### config.mk
export PLATFORM = sky130hd
export DESIGN_NAME = leaf_stream_tx
export DESIGN_NICKNAME = d
export VERILOG_FILES = /design/src/rtl/leaf_pkt_pkg.sv /design/src/rtl/leaf_credit_counter.sv /design/src/rtl/leaf_stream_tx.sv
export SDC_FILE = /design/constraint.sdc
export NUM_CORES = 1
export LEC_CHECK = 0
export ABC_AREA = 1
export CAP_MARGIN = 0
export CORE_ASPECT_RATIO = 1.25
export CORE_MARGIN = 3
export CORE_UTILIZATION = 42
export CTS_BUF_LIST = sky130_fd_sc_hd__clkbuf_4 sky130_fd_sc_hd__clkbuf_8
export CTS_CLUSTER_SIZE = 24
export DETAILED_ROUTE_END_ITERATION = 12
export HOLD_SLACK_MARGIN = 0.03
export PLACE_DENSITY = 0.9
export SYNTH_ARGS = -nofsm -noshare
export SYNTH_HDL_FRONTEND = slang
export SYNTH_SLANG_ARGS = --single-unit
### constraint.sdc
create_clock -name clk -period 5.9 [get_ports clk]
set_input_delay 1.18 -clock clk [delete_from_list [all_inputs] [get_ports clk]]
set_output_delay 1.18 -clock clk [all_outputs]
set_load 0.05 [all_outputs]
### src/rtl/leaf_pkt_pkg.sv
// leaf_pkt_pkg: BFT packet layout, transmitter states and packet build/credit-match helpers
package leaf_pkt_pkg;
    localparam logic [3:0] CTRL_PORT = 4'd0;

    typedef enum logic [1:0] {S_RUN, S_NOCRED, S_HOLD} state_t;

    // [48]=valid [47:43]=leaf [42:39]=port [38:32]=seq [31:0]=payload
    function automatic logic [48:0] build_pkt(input logic [4:0] leaf, input logic [3:0] port,
                                              input logic [6:0] seq, input logic [31:0] data);
        return {1'b1, leaf, port, seq, data};
    endfunction

    function automatic logic credit_match(input logic valid, input logic [4:0] leaf,
                                          input logic [3:0] port, input logic [3:0] tag,
                                          input logic [4:0] my_leaf, input logic [3:0] my_port);
        return valid && leaf == my_leaf && port == CTRL_PORT && tag == my_port;
    endfunction
endpackage

### src/rtl/leaf_credit_counter.sv
// leaf_credit_counter: credit register, one consumed per packet, returns added, saturating at MAX.
module leaf_credit_counter #(
    parameter int W   = 8,
    parameter int MAX = 128
) (
    input  logic         clk,
    input  logic         rst,
    input  logic         i_consume,
    input  logic [7:0]   i_return,
    output logic [W-1:0] o_count
);
    logic [W+1:0] w_sum;
    logic [W-1:0] w_next;

    // consume only happens while count > 0, so the sum never underflows
    always_comb begin
        w_sum  = (W+2)'(o_count) - (W+2)'(i_consume) + (W+2)'(i_return);
        w_next = w_sum > (W+2)'(MAX) ? W'(MAX) : w_sum[W-1:0];
    end

    always_ff @(posedge clk or posedge rst)
        if (rst) o_count <= W'(MAX);
        else     o_count <= w_next;
endmodule

### src/rtl/leaf_stream_tx.sv
// leaf_stream_tx: packs user words into BFT packets under credit flow control.
// Optional LEAF_TX_SEQ_EN: carries a wrapping sequence number in [38:32] (tied to 0 otherwise).
module leaf_stream_tx
    import leaf_pkt_pkg::*;
#(
    parameter int         PACKET_BITS        = 49,
    parameter int         PAYLOAD_BITS       = 32,
    parameter int         NUM_LEAF_BITS      = 5,
    parameter int         NUM_PORT_BITS      = 4,
    parameter int         NUM_ADDR_BITS      = 7,
    parameter int         NUM_BRAM_ADDR_BITS = 7,
    parameter logic [4:0] MY_LEAF            = 5'd0,
    parameter logic [3:0] MY_PORT            = 4'd1
) (
    input  logic                        clk,
    input  logic                        reset,
    input  logic [NUM_LEAF_BITS-1:0]    dest_leaf,
    input  logic [NUM_PORT_BITS-1:0]    dest_port,
    input  logic [PAYLOAD_BITS-1:0]     din_user,
    input  logic                        vld_user,
    output logic                        ack_user,
    input  logic [PACKET_BITS-1:0]      din_bft,
    output logic [PACKET_BITS-1:0]      dout_bft,
    input  logic                        resend,
    output logic [NUM_BRAM_ADDR_BITS:0] credit
);
    state_t                   w_state;
    logic                     r_live;
    logic                     w_xfer;
    logic [7:0]               w_ret;
    logic [NUM_ADDR_BITS-1:0] w_seq;
    logic [PACKET_BITS-1:0]   r_pkt;
    logic                     w_unused;

    assign w_unused = ^{din_bft[38:32], din_bft[27:8]};

    // ack stays low while reset is asserted and until the first edge after release
    always_ff @(posedge clk or posedge reset)
        if (reset) r_live <= 1'b0;
        else       r_live <= 1'b1;

    always_comb begin
        w_state  = resend ? S_HOLD : (credit == '0 ? S_NOCRED : S_RUN);
        ack_user = r_live && w_state == S_RUN;
        w_xfer   = vld_user && ack_user;
        w_ret    = credit_match(din_bft[48], din_bft[47:43], din_bft[42:39], din_bft[31:28],
                                MY_LEAF, MY_PORT) ? din_bft[7:0] : 8'd0;
    end

    leaf_credit_counter #(
        .W   (NUM_BRAM_ADDR_BITS + 1),
        .MAX (2 ** NUM_BRAM_ADDR_BITS)
    ) u_credit (
        .clk       (clk),
        .rst       (reset),
        .i_consume (w_xfer),
        .i_return  (w_ret),
        .o_count   (credit)
    );

`ifdef LEAF_TX_SEQ_EN
    logic [NUM_ADDR_BITS-1:0] r_seq;
    always_ff @(posedge clk or posedge reset)
        if (reset)       r_seq <= '0;
        else if (w_xfer) r_seq <= r_seq + 1'b1;
    assign w_seq = r_seq;
`else
    assign w_seq = '0;
`endif

    // a packet caught by resend stays in the register until resend drops
    always_ff @(posedge clk or posedge reset)
        if (reset)        r_pkt <= '0;
        else if (w_xfer)  r_pkt <= build_pkt(dest_leaf, dest_port, w_seq, din_user);
        else if (!resend) r_pkt <= '0;

    assign dout_bft = resend ? '0 : r_pkt;
endmodule

==> metrics.md, run 1 <==
| Metric | Value |
|---|---|
| Fin worst setup slack | `roughly 1300 ps` |
| Clock Skew | `between 10 and 15 ps` |
| Final hold vios | `0` |
| Commonest non-fill, non-tap cell in the layout | `clkdlybuf4s50_1` |
| Initial antenna violation count | `0` |
| MaxCap Viol Count | `0` |
| Vias | `roughly 2.8k` |
| Core area | `6690 um2` |
| Final min period | `4610 ps` |
| H-tree depth | `2` |
| Fill count | `579` |
| First-pass DRT Iterations | `4` |
| Slew margin rel. | `~31%` |
| Antenna Cells | `0` |
| Period utilisation layout | `78.1%` |
| Die Y | `about 100 um` |
| Later-pin clock latency in the skew report | `300 ps` |
| Dpl ws | `955 ps` |
| Syn Area/Cell | `7.28 um2` |
| Fraction of layout cells with a size suffix above 1 | `between 4 and 5%` |
| Post-DRT Antenna Nets | `0` |
| CTS Buffer Depth | `2` |
| Commonest cells after routing, fill and taps aside | `117 x clkdlybuf4s50_1, 81 x nand2_1, 79 x inv_1, 69 x nor2_1, 50 x dfrtp_1` |
| IO Port Bufs | `117` |
| Worst VDD drop | `0.207 mV` |
| Max Slew Vio Count | `0` |
| Cells after DPL | `approximately 590` |
| Fmax achieved | `roughly 220 MHz` |
| Die area | `8030 um2` |
| Finished Layout Cells | `602` |
| Crit-path cells | `clkdlybuf4s50_1 -> clkinv_4 -> nand2_1 -> a41oi_2 -> nand2_2 -> inv_4 -> ha_1 -> ha_1 -> nand2_2 -> nor2_2 -> nand3_1 -> xor2_1 -> ha_1 -> nand2_1 -> nor2_1 -> nand2_1 -> a21oi_1 -> nand2_1 -> nand2_2 -> nand2_2 -> nor2_1` |
| Hold_buf cts | `0` |
| Worst setup SP type | `input pin` |
| Syn-to-layout area delta | `44.5%` |
| Number of global-route vias before repair | `2852` |
| DRC viols | `0` |
| Grt total ovfl | `0` |
| Mapped Cells | `403` |
| Setup Buffers After CTS | `0` |
| Static Leak | `0.00202 uW` |
| Status | `complete, no violations` |
| Synth Register Bits | `51` |
| Warnings, synthesis | `0` |
| Setup TNS | `0 ps` |
| Row count | `33` |
| Fin util | `63.4%` |
| Register area share after synthesis | `43.5%` |
| Slew at the pin closest to its max-slew limit | `1040 ps` |
| CTS Sinks | `51` |
| FF+latch area | `1280 um2` |
| Slowest CP cell | `clkdlybuf4s50_1` |
| Post-synth cell types | `27` |
| CP Capture Type | `flip-flop` |
| Final HPWL DP | `5690 um` |
| Dpl cell area | `4110 um2` |
| Largest net degree at the start of global routing | `52` |
| Clock Tree Root | `clkbuf_8` |
| Initial DRC count | `147` |
| Post-synth top area share | `42.6%` |
| Area of the multi-input gates | `between 1000 and 1500 um2` |
| Vias/cell | `4.69` |
| Synthesized area | `2940 um2` |
| DR WL/cell | `12.5 um` |
| GP Congestion | `0.908` |
| Global Route Usage Sum | `19.1%` |
| RSZ-0062 raised after global routing | `false` |
| CP Data Arrival Time | `4840 ps` |
| Synth area leaders | `dfrtp_1 43%, nand2_1 10%, inv_1 10%` |
| Die X | `80.8 um` |
| Wirelength, routed | `7530 um` |
| IO Count | `~150` |
| CP peak stage delay | `460 ps` |
| Required time worst endpoint | `between 6000 and 7000 ps` |
| P per Cell Area | `around 280 nW/um2` |
| Design Area, Final | `4240 um2` |
| Worst-path maximum fanout | `43` |
| Initial core utilization | `a little over two fifths` |
| HP Class | `flip-flop to flip-flop` |
| Total Nets Final | `619` |
| Num CTS Buffers | `5` |
| Clock Pin Slew Worst Setup and Hold Paths | `approximately 80 ps` |
| First-pass GRT wire length | `12200 um` |
| Worst Setup Path Type | `input pin to flip-flop` |
| Setup Viol. Count Final | `0` |
| CTS tree | `done` |
| Post-CTS Resized | `0` |
| Yosys top cell by area | `dfrtp_1` |
## worst max-delay path, delay by kind of cell
family | cells | cell delay (ps)
buf+inv | 3 | 1030
compound gates | 2 | 350
simple gates | 12 | 1230
xor+xnor | 1 | 160
fa+ha+maj | 3 | 870
## state kept, by name (all words and copies together) (netlist names)
name              cells
r_live                1
r_pkt                42
u_credit.o_count      8
## per-stage QoR
step                      hold WS [ps]  power, uW
after detailed placement           507        899
after floorplan                    474        744
final                              529       1180
after global placement             492        888
after CTS                          537       1190
after global routing               549       1250
## cell type report
cell class / count / area share, %
clock buffers: 6 / 1.80
clock inverters: 2 / 1.42
inverters: 83 / 7.52
multi-input cells: 255 / 28.8
flip-flops and latches: 51 / 30.1
well taps: 87 / 2.57
repair buffers: 118 / 27.8
## per-layer routing
metal,GRT usage (%),up-vias,routed length (um)
met3,5.34,8,644
met5,0,-,0
met2,36.2,113,3940
met4,4.29,0,87
li1,-,1412,-
met1,20.7,1292,2850
## synthesized netlist by cell type
cell type  instances
nor4_1             1
nand3_1           15
buf_4              7
clkbuf_1           8
nand2_2            5
conb_1             2
nor2_1            69
a21oi_1            5
buf_6              5
ha_1              10
nand2_1           81
inv_1             80
fa_1               1
nor3_1             3
nand4_1            4
o21ai_0           35
clkinv_4           1
o21ai_1            7
dfrtp_1           50
a41oi_2            1
nor2_2             2
nand3b_1           1
o21bai_1           1
inv_4              1
dfstp_2            1
xor2_1             6
inv_2              1
## report_power, final
part	total [uW]	internal (uW)	switching (uW)	leakage, uW
combinational	473	168	305	0.00128
sequential	418	390	27.5	0.000668
clock	288	174	114	0.0000688
total	1180	733	446	0.00202
## cells by family (layout without fill, tap and decap cells)
| family | Yosys count | in the layout | synth area share, % |
|---|---|---|---|
| buffers and inverters | 103 | 209 | 15.6 |
| flip-flops | 51 | 51 | 43.5 |
| XOR/XNOR | 6 | 6 | 1.79 |
| adder cells (fa/ha/maj) | 11 | 11 | 4.94 |
| AO/OA/AOI/OAI | 49 | 49 | 8.82 |
| AND/OR/NAND/NOR | 181 | 181 | 25.1 |
| other | 2 | 8 | 0.256 |
## final timing paths
path                                                from                             to  slack, ps  cells after the start
min                                r_pkt[24]$_DFFE_PP0P_          r_pkt[24]$_DFFE_PP0P_        530                      2
max                                               resend  u_credit.o_count[4]$_DFF_PP0_       1290                     21
min in group asynchronous                          reset          r_pkt[17]$_DFFE_PP0P_       1450                      2
max reg2reg                u_credit.o_count[7]$_DFF_PP1_  u_credit.o_count[4]$_DFF_PP0_       2360                     21
max in group asynchronous                          reset           r_pkt[1]$_DFFE_PP0P_       3820                      2
min reg2reg                        r_pkt[24]$_DFFE_PP0P_          r_pkt[24]$_DFFE_PP0P_        530                      2
Note: power is estimated with default switching activity, not from simulation.
==> run 2, diff against run 1 <==
Settings changed: CORE_UTILIZATION 42 to 37, PLACE_DENSITY 0.9 to 0.85.
Clock period 5.9 ns to 4.2 ns, I/O delays scaled along.
==> run 2 against run 1 <==
Net effect: via count decreased by 0.53%; core utilization fell by 7.6 points; sequential power is 40% higher; setup slack got worse by 740 ps; flip-flop and latch count unchanged; routed wire length fell by 1.9%; clock skew fell by 11 ps.
==> metrics.md, run 2 (synthesis results as in run 1) <==
| Metric | Value |
|---|---|
| Status | `complete, no violations` |
| Final HPWL DP | `5710 um (+0.39%)` |
| Slew at the pin closest to its max-slew limit | `1010 ps (-27.9 ps)` |
| Required time worst endpoint | `4420 ps (-1710 ps)` |
| DRC viols | `0 (unchanged)` |
| Final Hold Slack | `513 ps (-15.9 ps)` |
| Setup Buffers After CTS | `0 (unchanged)` |
| Core area | `7530 um2 (+13%)` |
| MaxCap Viol Count | `0 (unchanged)` |
| Slew margin rel. | `32.5% (+1.9 points)` |
| Fraction of layout cells with a size suffix above 1 | `4.65% (+0.38 points)` |
| CP Capture Type | `flip-flop` |
| HP Class | `flip-flop to flip-flop` |
| Wirelength, routed | `7390 um (-1.9%)` |
| CTS Sinks | `51 (unchanged)` |
| Dpl ws | `239 ps (-715 ps)` |
| Crit-path cells | `buf_2 -> clkinv_4 -> nand2_1 -> a41oi_2 -> nand2_2 -> inv_4 -> ha_1 -> ha_1 -> nand2_2 -> nor2_2 -> nand3_1 -> xor2_1 -> ha_1 -> nand2_1 -> nor2_1 -> nand2_1 -> a21oi_1 -> nand2_1 -> nand2_2 -> nand2_2 -> nor2_1` |
| Critical path's top delay family | `simple AND/OR/NAND/NOR gates` |
| First-pass DRT Iterations | `4 (unchanged)` |
| H-tree depth | `2 (unchanged)` |
| CTS Buffer Depth | `2 (unchanged)` |
| Slowest CP cell | `ha_1` |
| Commonest non-fill, non-tap cell in the layout | `clkdlybuf4s50_1` |
| Vias/cell | `4.62 (-1.5%)` |
| Setup TNS | `0 ps (unchanged)` |
| Clock Pin Slew Worst Setup and Hold Paths | `90 ps (about the same)` |
| CP peak stage delay | `380 ps (-80 ps)` |
| Worst setup SP type | `input pin` |
| Largest net degree at the start of global routing | `52 (unchanged)` |
| Clock Skew | `2.27 ps (-10.7 ps)` |
| Grt total ovfl | `0 (unchanged)` |
| Max reg flops | `42 (unchanged)` |
| M1 wire length | `2880 um (+1.0%)` |
| Antenna Cells | `0 (unchanged)` |
| Period utilisation layout | `about 87%` |
| GP Congestion | `0.937 (+3.1%)` |
| Worst VDD drop | `0.317 mV (+53%)` |
| Num CTS Buffers | `5 (unchanged)` |
| Fmax achieved | `around 270 MHz` |
| Total Nets Final | `620 (+0.16%)` |
| First-pass GRT wire length | `12500 um (+2.7%)` |
| Worst-path maximum fanout | `43 (unchanged)` |
| WL met2 | `3850 um (-2.5%)` |
| Final min period | `3650 ps` |
| Number of global-route vias before repair | `2925 (+2.6%)` |
| Fill count | `701 (+21%)` |
| Final Power | `1540 uW (+31%)` |
| Initial core utilization | `39.0% (-4.9 points)` |
| Initial antenna violation count | `0 (unchanged)` |
| Post-CTS Resized | `0 (unchanged)` |
| Top Layer Used | `met4` |
| Row count | `35 (+6.1%)` |
| P per Cell Area | `366 nW/um2 (+32%)` |
| Hold_buf cts | `0 (unchanged)` |
| Commonest cells after routing, fill and taps aside | `116 x clkdlybuf4s50_1, 81 x nand2_1, 79 x inv_1, 69 x nor2_1, 50 x dfrtp_1` |
| Die X | `85.7 um (+6.1%)` |
| Static Leak | `0.00200 uW (-0.72%)` |
| IO Count | `152 (unchanged)` |
| Die Y | `106 um (+6.1%)` |
| Worst Setup Path Type | `input pin to flip-flop` |
| Initial DRC count | `141 (-4.1%)` |
| Post-DRT Antenna Nets | `0 (unchanged)` |
| RSZ-0062 raised after global routing | `false` |
| IO Port Bufs | `117 (unchanged)` |
| Syn-to-layout area delta | `43.2%` |
| Biggest register | `r_pkt` |
| Final hold vios | `0 (unchanged)` |
| Later-pin clock latency in the skew report | `290 ps (about the same)` |
| Die area | `9040 um2 (+13%)` |
| Clock Tree Root | `clkbuf_8` |
| Crit path buf inv count | `3 (unchanged)` |
| CTS tree | `done` |
| WL met3 | `609 um (-5.4%)` |
| Max Slew Vio Count | `0 (unchanged)` |
| Vias | `2810 (-0.53%)` |
| DR WL/cell | `12.1 um (-2.9%)` |
| Fin worst setup slack | `548 ps (-743 ps)` |
| Top flop regs | `r_pkt (42), u_credit.o_count (8), r_live (1)` |
| Global Route Usage Sum | `16.8% (-2.3 points)` |
| Design Area, Final | `4200 um2 (-0.91%)` |
| CP Data Arrival Time | `3870 ps (-970 ps)` |
| Dpl cell area | `4120 um2 (+0.21%)` |
| Setup Viol. Count Final | `0 (unchanged)` |
==> run 2: changes by cell type in the layout (fill, tap and decap cells not counted), sizes merged <==
cell / previous run / this run
buf: 1 / 3
bufinv: 2 / 0
clkbuf: 6 / 7
clkdlybuf4s50: 117 / 116
clkinv: 1 / 2
==> run 2: tightest hold or removal path, stage by stage, from the launching register on <==
cell and delay [ps]:
dfrtp_1 330, inv_1 50, o21ai_1 100
==> run 2: final cells by class <==
type | instances | area, um2 | share of cell area [%]
multi-input cells | 255 | 1220 | 29.1
flip-flops and latches | 51 | 1280 | 30.4
clock inverters | 1 | 5.00 | 0.119
clock buffers | 7 | 83.8 | 1.99
well taps | 92 | 115 | 2.74
inverters | 83 | 319 | 7.59
repair buffers | 119 | 1180 | 28.1
==> run 2: worst paths after layout <==
check	start	cells past startpoint	end	slack, ps
setup / recovery	resend	21	u_credit.o_count[0]$_DFF_PP0_	550
hold / removal	r_pkt[27]$_DFFE_PP0P_	2	r_pkt[27]$_DFFE_PP0P_	510
setup reg to reg	u_credit.o_count[7]$_DFF_PP1_	21	u_credit.o_count[0]$_DFF_PP0_	860
hold reg to reg	r_pkt[27]$_DFFE_PP0P_	2	r_pkt[27]$_DFFE_PP0P_	510
max in group asynchronous	reset	2	r_pkt[48]$_DFFE_PP0P_	2470
min in group asynchronous	reset	2	r_pkt[1]$_DFFE_PP0P_	1110
==> run 2: layer usage <==
metal,vias up,global-route usage (%)
li1,1415,-
met2,112,31.3
met3,6,4.14
met4,0,3.51
met5,-,0
met1,1277,19.1
==> run 2: stage by stage <==
step | utilization, % | std cells
after CTS | 55.8 | 608
final | 55.8 | 608
after detailed placement | 54.6 | 600
after floorplan | - | 409
after global placement | 54.6 | 600
after global routing | 55.8 | 608
==> run 2: power breakdown <==
part	internal (uW)	total (uW)	switching (uW)
registers	548	585	36.3
logic	238	675	437
clock network	130	280	149
==> run 3, diff against run 2 <==
Settings changed: CORE_UTILIZATION 37 to 42, DONT_BUFFER_PORTS set to 1, PLACE_DENSITY 0.85 to 0.65.
==> run 3 against run 2 <==
Net effect: fmax increased by 3.5%; via count decreased by 17%; combinational power decreased by 44%; first-iteration DRC count decreased by 42%; global-route usage decreased by 0.75 points; core utilization decreased by 10 points; final area decreased by 27%.
==> metrics.md, run 3 (synthesis results as in run 1) <==
| Metric | Value |
|---|---|
| Status | `complete, no violations` |
| Global Route Usage Sum | `16.1% (-0.75 points)` |
| Biggest register | `r_pkt` |
| Top flop regs | `r_pkt (42), u_credit.o_count (8), r_live (1)` |
| First-pass GRT wire length | `10400 um (-17%)` |
| Vias/cell | `4.81 (+4.0%)` |
| H-tree depth | `2 (unchanged)` |
| Hold_buf cts | `0 (unchanged)` |
| Clock Tree Root | `clkbuf_8` |
| Die area | `8030 um2 (-11%)` |
| Wirelength, routed | `5940 um (-20%)` |
| Row count | `33 (-5.7%)` |
| First-pass DRT Iterations | `4 (unchanged)` |
| Vias | `2336 (-17%)` |
| Antenna Cells | `0 (unchanged)` |
| Die Y | `99.5 um (-5.8%)` |
| MaxCap Viol Count | `0 (unchanged)` |
| Top Layer Used | `met4` |
| Setup Buffers After CTS | `0 (unchanged)` |
| HP Class | `flip-flop to flip-flop` |
| Final HPWL DP | `4510 um (-21%)` |
| CP Capture Type | `flip-flop` |
| Syn-to-layout area delta | `4.26%` |
| Period utilisation layout | `84.0% (-2.9 points)` |
| Slew margin rel. | `32.2% (-0.32 points)` |
| Required time worst endpoint | `4430 ps (about the same)` |
| CP Data Arrival Time | `3760 ps (-110 ps)` |
| Initial DRC count | `82 (-42%)` |
| IO Port Bufs | `0 (-100%)` |
| IO Count | `152 (unchanged)` |
| Max reg flops | `42 (unchanged)` |
| Commonest non-fill, non-tap cell in the layout | `nand2_1` |
| GP Congestion | `0.848 (-9.5%)` |
| Core area | `6690 um2 (-11%)` |
| Final min period | `3530 ps (-123 ps)` |
| Largest net degree at the start of global routing | `52 (unchanged)` |
| DRC viols | `0 (unchanged)` |
| Slew at the pin closest to its max-slew limit | `1020 ps (+4.86 ps)` |
| RSZ-0062 raised after global routing | `false` |
| M1 wire length | `2500 um (-13%)` |
| Die X | `80.8 um (-5.7%)` |
| CTS tree | `done` |
| Clock Pin Slew Worst Setup and Hold Paths | `90 ps (about the same)` |
| Worst setup SP type | `flip-flop` |
| Worst Setup Path Type | `flip-flop to flip-flop` |
| Dpl ws | `486 ps (+246 ps)` |
| Post-DRT Antenna Nets | `0 (unchanged)` |
| Max Slew Vio Count | `0 (unchanged)` |
| Initial core utilization | `43.9% (+4.9 points)` |
| Number of global-route vias before repair | `2345 (-20%)` |
| Clock Skew | `7.22 ps (+4.95 ps)` |
| Static Leak | `0.00158 uW (-21%)` |
| Setup TNS | `0 ps (unchanged)` |
| Initial antenna violation count | `0 (unchanged)` |
| WL met3 | `449 um (-26%)` |
| Fmax achieved | `283 MHz (+3.5%)` |
| Commonest cells after routing, fill and taps aside | `81 x nand2_1, 79 x inv_1, 69 x nor2_1, 50 x dfrtp_1, 35 x o21ai_0` |
| WL met2 | `2950 um (-23%)` |
| Fraction of layout cells with a size suffix above 1 | `5.76% (+1.1 points)` |
| Total Nets Final | `503 (-19%)` |
| P per Cell Area | `469 nW/um2 (+28%)` |
| Later-pin clock latency in the skew report | `300 ps (about the same)` |
| Fin worst setup slack | `671 ps (+123 ps)` |
| Grt total ovfl | `0 (unchanged)` |
| Final hold vios | `0 (unchanged)` |
| Worst VDD drop | `0.221 mV (-30%)` |
| Num CTS Buffers | `5 (unchanged)` |
| Setup Viol. Count Final | `0 (unchanged)` |
| Post-CTS Resized | `0 (unchanged)` |
| CTS Buffer Depth | `2 (unchanged)` |
| CTS Sinks | `51 (unchanged)` |
| Worst-path maximum fanout | `6 (-86%)` |
| DR WL/cell | `12.2 um (+0.66%)` |
[run 3: cell types whose count changed in the layout (fill, tap and decap cells not counted)]
cell	delta
buf_2	-1
bufinv_16	+1
clkbuf_4	-2
clkbuf_8	+1
clkdlybuf4s50_1	-116
[run 3: worst max-delay path: stages, from the launching register on]
cell     delay (ps)
dfrtp_1         690
inv_1           180
nand2_1         110
nor2_2           60
a41oi_2         180
nand2_2         120
inv_4            70
ha_1            180
ha_1            210
nand2_2          60
nor2_2          200
nand3_1         120
xor2_1          160
ha_1            380
nand2_1          90
nor2_1           90
nand2_1          70
a21oi_1         140
nand2_1          70
nand2_2         100
nand2_2          90
nor2_1           90
[run 3: worst paths after layout]
| kind | startpoint | end | slack (ps) | cells after the start |
|---|---|---|---|---|
| setup / recovery | u_credit.o_count[4]$_DFF_PP0_ | u_credit.o_count[1]$_DFF_PP0_ | 670 | 21 |
| hold / removal | r_pkt[27]$_DFFE_PP0P_ | r_pkt[27]$_DFFE_PP0P_ | 520 | 2 |
| setup reg to reg | u_credit.o_count[4]$_DFF_PP0_ | u_credit.o_count[1]$_DFF_PP0_ | 670 | 21 |
| hold reg to reg | r_pkt[27]$_DFFE_PP0P_ | r_pkt[27]$_DFFE_PP0P_ | 520 | 2 |
| max in group asynchronous | reset | u_credit.o_count[4]$_DFF_PP0_ | 2920 | 1 |
| min in group asynchronous | reset | r_pkt[20]$_DFFE_PP0P_ | 660 | 1 |
[run 3: per-layer routing]
layer | vias to the layer above | global-route usage (%)
met3 | 5 | 2.81
met2 | 88 | 28.3
met4 | 0 | 3.90
li1 | 1182 | -
met1 | 1061 | 20.3
met5 | - | 0
[run 3: final cells by class]
| class | instances | area (um2) |
|---|---|---|
| clock buffers | 6 | 82.6 |
| clock inverters | 2 | 35.0 |
| fillers | 694 | 3630 |
| inverters | 83 | 319 |
| multi-input cells | 255 | 1220 |
| flip-flops and latches | 51 | 1280 |
| well taps | 87 | 109 |
| repair buffers | 2 | 15.0 |
[run 3: report_power, final]
group	internal (uW)	total [uW]	switching, uW	leakage [uW]
registers	546	709	163	0.000668
logic	107	379	272	0.000850
clock network	193	345	152	0.0000612
total	846	1430	588	0.00158
[run 3: stage by stage]
step	instance area (um2)	util [%]	instances	hold slack, ps	total power [uW]
finish	3060	45.8	486	516	1430
global route	3060	45.8	486	549	1540
CTS	3060	45.8	486	521	1450
detailed placement	2940	44.0	478	499	1100
global placement	2940	44.0	478	493	1100
floorplan	2960	-	409	474	1050
